[config.mk]
export PLATFORM = sky130hd
export DESIGN_NAME = trail_scheduler
export DESIGN_NICKNAME = d
export VERILOG_FILES = /design/src/rtl/trail_scheduler.sv
export SDC_FILE = /design/constraint.sdc
export NUM_CORES = 2
export LEC_CHECK = 0
export CAP_MARGIN = 10
export CORE_AREA = 10 10 365 367
export CTS_BUF_LIST = sky130_fd_sc_hd__clkbuf_16
export DETAILED_ROUTE_END_ITERATION = 6
export DIE_AREA = 0 0 375 377
export HOLD_SLACK_MARGIN = 0.1
export PLACE_DENSITY_LB_ADDON = 0.2
export SLEW_MARGIN = 30
export SYNTH_ARGS = -nofsm -noshare
export SYNTH_HDL_FRONTEND = slang
export SYNTH_SLANG_ARGS = --single-unit
[constraint.sdc]
create_clock -name clk -period 11.7 [get_ports clk]
set_clock_uncertainty 0.05 [all_clocks]
set_input_delay 3.51 -clock clk [delete_from_list [all_inputs] [get_ports clk]]
set_output_delay 3.51 -clock clk [all_outputs]
set_load 0.005 [all_outputs]
[src/rtl/trail_scheduler.sv]
// rtl/trail_scheduler.sv - per-frame trail particle table: walk/age one slot per clock, then spawn
// Optional feature macro: TRAIL_JITTER_EN (LFSR-based spawn y jitter).
module trail_scheduler #(
  parameter int N_TRAIL     = 41,
  parameter int LIFE_MAX    = 10,
  parameter int SPAWN_DIV   = 2,
  parameter int DRIFT       = 2,
  parameter int PLAYER_X    = 160,
  parameter int PLAYER_SIZE = 40
) (
  input  logic                     clk,
  input  logic                     rst,
  input  logic                     frame_tick,
  input  logic [1:0]               gamemode,
  input  logic [8:0]               player_y,
  output logic [N_TRAIL-1:0][9:0]  trail_x,
  output logic [N_TRAIL-1:0][8:0]  trail_y,
  output logic [N_TRAIL-1:0][3:0]  trail_life,
  output logic                     busy
);

  localparam int IW = (N_TRAIL > 1) ? $clog2(N_TRAIL) : 1;
  localparam logic [1:0] MODE_START = 2'b00;
  localparam logic [1:0] MODE_RUN   = 2'b01;
  localparam logic [1:0] MODE_PAUSE = 2'b10;

  typedef enum logic [1:0] {IDLE, WALK, SPAWN} state_t;

  state_t        state, state_nxt;
  logic [IW-1:0] rd_idx, rd_idx_nxt, wr_ptr;
  logic [3:0]    frame_cnt;
  logic          walk_en, spawn_en, fc_inc, clear;
  logic [9:0]    jitter, spawn_y_raw;
  logic [8:0]    spawn_y;

`ifdef TRAIL_JITTER_EN
  logic [7:0] lfsr;

  always_ff @(posedge clk) begin
    if (rst) lfsr <= 8'hA5;
    else     lfsr <= {lfsr[6:0], lfsr[7] ^ lfsr[5] ^ lfsr[4] ^ lfsr[3]};
  end

  // lfsr[2:0] - 4 in modulo-1024 arithmetic; the final sum is never negative
  assign jitter = {7'd0, lfsr[2:0]} - 10'd4;
`else
  assign jitter = '0;
`endif

  assign spawn_y_raw = {1'b0, player_y} + 10'(PLAYER_SIZE / 2) + jitter;
  assign spawn_y     = (spawn_y_raw < 10'd21)  ? 9'd21  :
                       (spawn_y_raw > 10'd459) ? 9'd459 : spawn_y_raw[8:0];

  always_comb begin
    state_nxt  = state;
    rd_idx_nxt = rd_idx;
    walk_en    = 1'b0;
    spawn_en   = 1'b0;
    fc_inc     = 1'b0;
    clear      = 1'b0;
    if (gamemode == MODE_START) begin
      clear      = 1'b1;
      state_nxt  = IDLE;
      rd_idx_nxt = '0;
    end else begin
      case (state)
        IDLE: begin
          // bit 0 set means running or game over, the two modes that age the trail
          if (frame_tick && gamemode[0]) begin
            state_nxt  = WALK;
            rd_idx_nxt = '0;
          end
        end
        WALK: begin
          if (gamemode != MODE_PAUSE) begin
            walk_en = 1'b1;
            if (rd_idx == IW'(N_TRAIL - 1)) state_nxt = SPAWN;
            else                            rd_idx_nxt = rd_idx + 1'b1;
          end
        end
        SPAWN: begin
          if (gamemode != MODE_PAUSE) begin
            state_nxt = IDLE;
            if (gamemode == MODE_RUN) begin
              if (frame_cnt == 4'(SPAWN_DIV - 1)) spawn_en = 1'b1;
              else                                fc_inc   = 1'b1;
            end
          end
        end
        default: state_nxt = IDLE;
      endcase
    end
  end

  always_ff @(posedge clk) begin
    if (rst) begin
      state     <= IDLE;
      rd_idx    <= '0;
      wr_ptr    <= '0;
      frame_cnt <= '0;
      busy      <= 1'b0;
      for (int i = 0; i < N_TRAIL; i++) begin
        trail_x[i]    <= '0;
        trail_y[i]    <= '0;
        trail_life[i] <= '0;
      end
    end else begin
      state  <= state_nxt;
      rd_idx <= rd_idx_nxt;
      busy   <= (state_nxt != IDLE);
      if (clear) begin
        wr_ptr    <= '0;
        frame_cnt <= '0;
        for (int i = 0; i < N_TRAIL; i++) trail_life[i] <= '0;
      end else begin
        if (walk_en && trail_life[rd_idx] != 4'd0) begin
          if (trail_x[rd_idx] < 10'(DRIFT)) begin
            trail_life[rd_idx] <= 4'd0;
          end else begin
            trail_x[rd_idx]    <= trail_x[rd_idx] - 10'(DRIFT);
            trail_life[rd_idx] <= trail_life[rd_idx] - 4'd1;
          end
        end
        if (spawn_en) begin
          trail_x[wr_ptr]    <= 10'(PLAYER_X);
          trail_y[wr_ptr]    <= spawn_y;
          trail_life[wr_ptr] <= 4'(LIFE_MAX);
          wr_ptr             <= (wr_ptr == IW'(N_TRAIL - 1)) ? '0 : wr_ptr + 1'b1;
          frame_cnt          <= '0;
        end else if (fc_inc) begin
          frame_cnt <= frame_cnt + 4'd1;
        end
      end
    end
  end

endmodule

==> reports/qor.txt <==
status -> finished clean
post-CTS sizing -> 0
period utilization -> 62.9%
synthesized area -> 39,700 µm²
RSZ-0062 raised after global routing -> no
Final TNS setup -> 0 ns
synth unique cells -> 85
I/O pin total -> 958
CP required -> 12.28 ns
Max Used Layer -> met5
Vias/cell -> 6.11
ANT nets after route -> 0
clock power share -> 49.6%
Layout area overhead -> 37.7%
Psw -> 0.00174 W
via count -> 42,000
root buf cell -> clkbuf_16
peak supply drop -> 0.138 mV
nets@finish -> 5,153
EDFF count, synth -> 0
Inst Count DP -> 6,667
Hold Crit Start -> trail_y[264]
htree depth -> 3
ys flop type -> dfxtp_1
internal power -> 0.00527 W
Hold Path Stages -> 2
post-route non-filler standard cell count -> 6,876
routed wire length -> 260 mm
vias in the first global route -> 39,500
Hold EP -> trail_y[264]
most common cell in the synthesized netlist -> dfxtp_1
Max clock buf depth -> 3
Worst setup SP type -> register
Die Area -> 141,000 µm²
met2 WL -> 112 mm
largest net degree at the start of global routing -> 200
min Tclk post-route -> 7.36 ns
Core Rows -> 130
share of post-route cells with drive strength above 1 -> 9.14%
switching fraction of total power -> 24.8%
dpl ws -> 3.92 ns
initial antenna violation count -> 6
clock-pin slew of the registers on the worst-case setup and hold paths -> 0.06 ns
Clock Latency Late Sink -> 0.76 ns
TritonCTS buffer count -> 107
synth top area cells -> dfxtp_1 49%, a211oi_1 6.6%, nand2_1 5.4%
setup violators final -> 0
warnings from Yosys -> 0
core footprint -> 125,000 µm²
fin worst setup slack -> 4.34 ns
number of max-cap violations -> 0
top post-synthesis cells by count -> 962 x dfxtp_1, 573 x nand2_1, 429 x nor2_1, 350 x a211oi_1, 334 x a21oi_1
# fillers -> 12,200
Hold WC Path Type -> register to register
part of the power in registers -> 46.8%
CTS tree -> done
Starting Density -> 31.6%
hold-fix buffer count after cts -> 0
Relative slew margins -> 18.6%
Worst Tran Pin Value -> 1.22 ns
Setup CP Type -> register to register
Cell Pwr Density -> 128 nW/µm²
#FFs+latches synth -> 962
grt total ovfl -> 0
Gate Count Post-Synth -> 4,304
combinational power share -> 3.6%
Syn Nets -> 4,330
RR Startpoint -> rd_idx[0]
Crit Reg-Reg Endpoint -> trail_x[52]
CP max FO -> 48
Synth top area share -> 48.5%
max-slew violation count -> 0
placer congestion estimate -> 0.986
setup slack, reg-to-reg -> 4.34 ns
first-pass GRT wire length -> 349 mm
multi-input combinational cell area -> 19,000 µm²
Fin. Hold Viols -> 0
post-CTS setup buffer count -> 0
arrival time at the worst endpoint -> 7.93 ns
Routed WL per cell -> 37.8 µm
Port Buffer Count -> 957
Reg2Reg Depth -> 14
total track usage -> 34.8%
fmax -> 136 MHz
DR iter-0 viols -> 5,305
sink count of the clock tree -> 962
DIE HEIGHT -> 377 µm
DR DRC count -> 0
asr flop ratio synth -> 0%
die width -> 375 µm
Synth area leader -> dfxtp_1
Detailed Place HPWL -> 195 mm
register area -> 19,300 µm²
TritonRoute pass-1 iters -> 6
Finished Core Util -> 43.6%
register area share after synthesis -> 48.5%
M1 WL -> 96.8 mm
CP endpoint kind -> register
met3 wire length -> 33.2 mm
mean post-synth cell area -> 9.22 µm²
Lkg Pwr -> 17.3 nW
## how the worst max path moves through the flow
stage / slack (ns) / startpoint / depth (start not counted) / to
after global routing: 4.34 / gamemode[0] / 9 / trail_x[52]
after CTS: 4.68 / gamemode[0] / 9 / trail_x[34]
after floorplan: 5.58 / gamemode[0] / 12 / trail_y[268]
final: 4.34 / rd_idx[0] / 14 / trail_x[52]
after detailed placement: 3.92 / gamemode[0] / 9 / trail_x[34]
after global placement: 3.86 / gamemode[0] / 8 / trail_x[88]
## cell type report
type                       count  area share [%]
sequential                   962            35.3
multi-input combinational   2940            34.8
timing repair buffer        1081            19.4
clock buffer                 109            4.99
tap                         1650            3.78
clock inverter                93            1.46
inverter                      35           0.240
antenna                        6          0.0275
## layer usage
| layer | vias to the layer above | GRT usage (%) |
|---|---|---|
| li1 | 17700 | - |
| met1 | 20700 | 41.2 |
| met2 | 2976 | 53.0 |
| met3 | 700 | 13.6 |
| met4 | 4 | 20.7 |
| met5 | - | 0 |
## worst max-delay path: stages (launching register included)
cell and delay (ns):
dfxtp_4 0.95, buf_4 0.83, and3b_1 1.09, a22oi_1 0.23, nand4_1 0.24, a221o_1 0.33, a2111o_1 0.28, inv_1 0.08
ha_1 0.22, nand4_2 0.21, buf_4 0.34, o21ai_2 0.32, a211oi_1 0.98, o21ai_1 0.58, a22o_1 0.38
## cell families (layout without fill, tap and decap cells)
kind of cell	Yosys count	count (layout)	synth area share, %
and+or+nand+nor	1257	1257	13.6
AOI/OAI and AO/OA	1462	1462	26.9
buffers and inverters	402	1318	4.50
other	0	6	0
adders and majority gates	12	12	0.378
DFF	962	962	48.5
muxes	185	185	5.57
xor gates and xnor gates	24	24	0.530
## cells in the final DEF, fill, tap and decap left out, drive strengths merged, types with 23 or more instances in the layout
master         netlist  routed
mux2i              141     141
o2bb2ai             94      94
a22o                96      96
a32o               141     141
o21ai              112     112
inv                 35      63
dfxtp              962     962
nor3                89      89
o22ai               59      59
nor3b               23      23
nor2               429     429
o31ai               48      48
a22oi               57      57
o211ai              23      23
clkinv               0      49
a221oi              48      48
clkdlybuf4s50        0     956
nand2              576     576
a211oi             352     352
nand3               23      23
clkbuf             259     109
mux4                27      27
buf                108     125
a21oi              341     341
## stage by stage
step	hold WS, ns	total power, W	cell area, µm²
2_1_floorplan	0.399	0.00348	39700
3_3_place_gp	0.392	0.00359	50900
3_5_place_dp	0.396	0.00359	51000
4_1_cts	0.404	0.00701	54600
5_1_grt	0.423	0.00715	54600
6_report	0.404	0.00701	54600
## power groups by stage
stage / Combinational, W / Sequential (W) / Clock [W]
4_1_cts: 0.000246 / 0.00328 / 0.00349
2_1_floorplan: 0.000127 / 0.00335 / 0
3_3_place_gp: 0.000244 / 0.00335 / 0
3_5_place_dp: 0.000246 / 0.00335 / 0
6_report: 0.000251 / 0.00328 / 0.00348
5_1_grt: 0.000258 / 0.00327 / 0.00362
## registers in the layout, summed over array words and instances, names as in the netlist
name        cells
trail_life    164
frame_cnt       4
busy            1
trail_y       369
state           2
trail_x       410
wr_ptr          6
rd_idx          6
(Power assumes the default switching activity.)
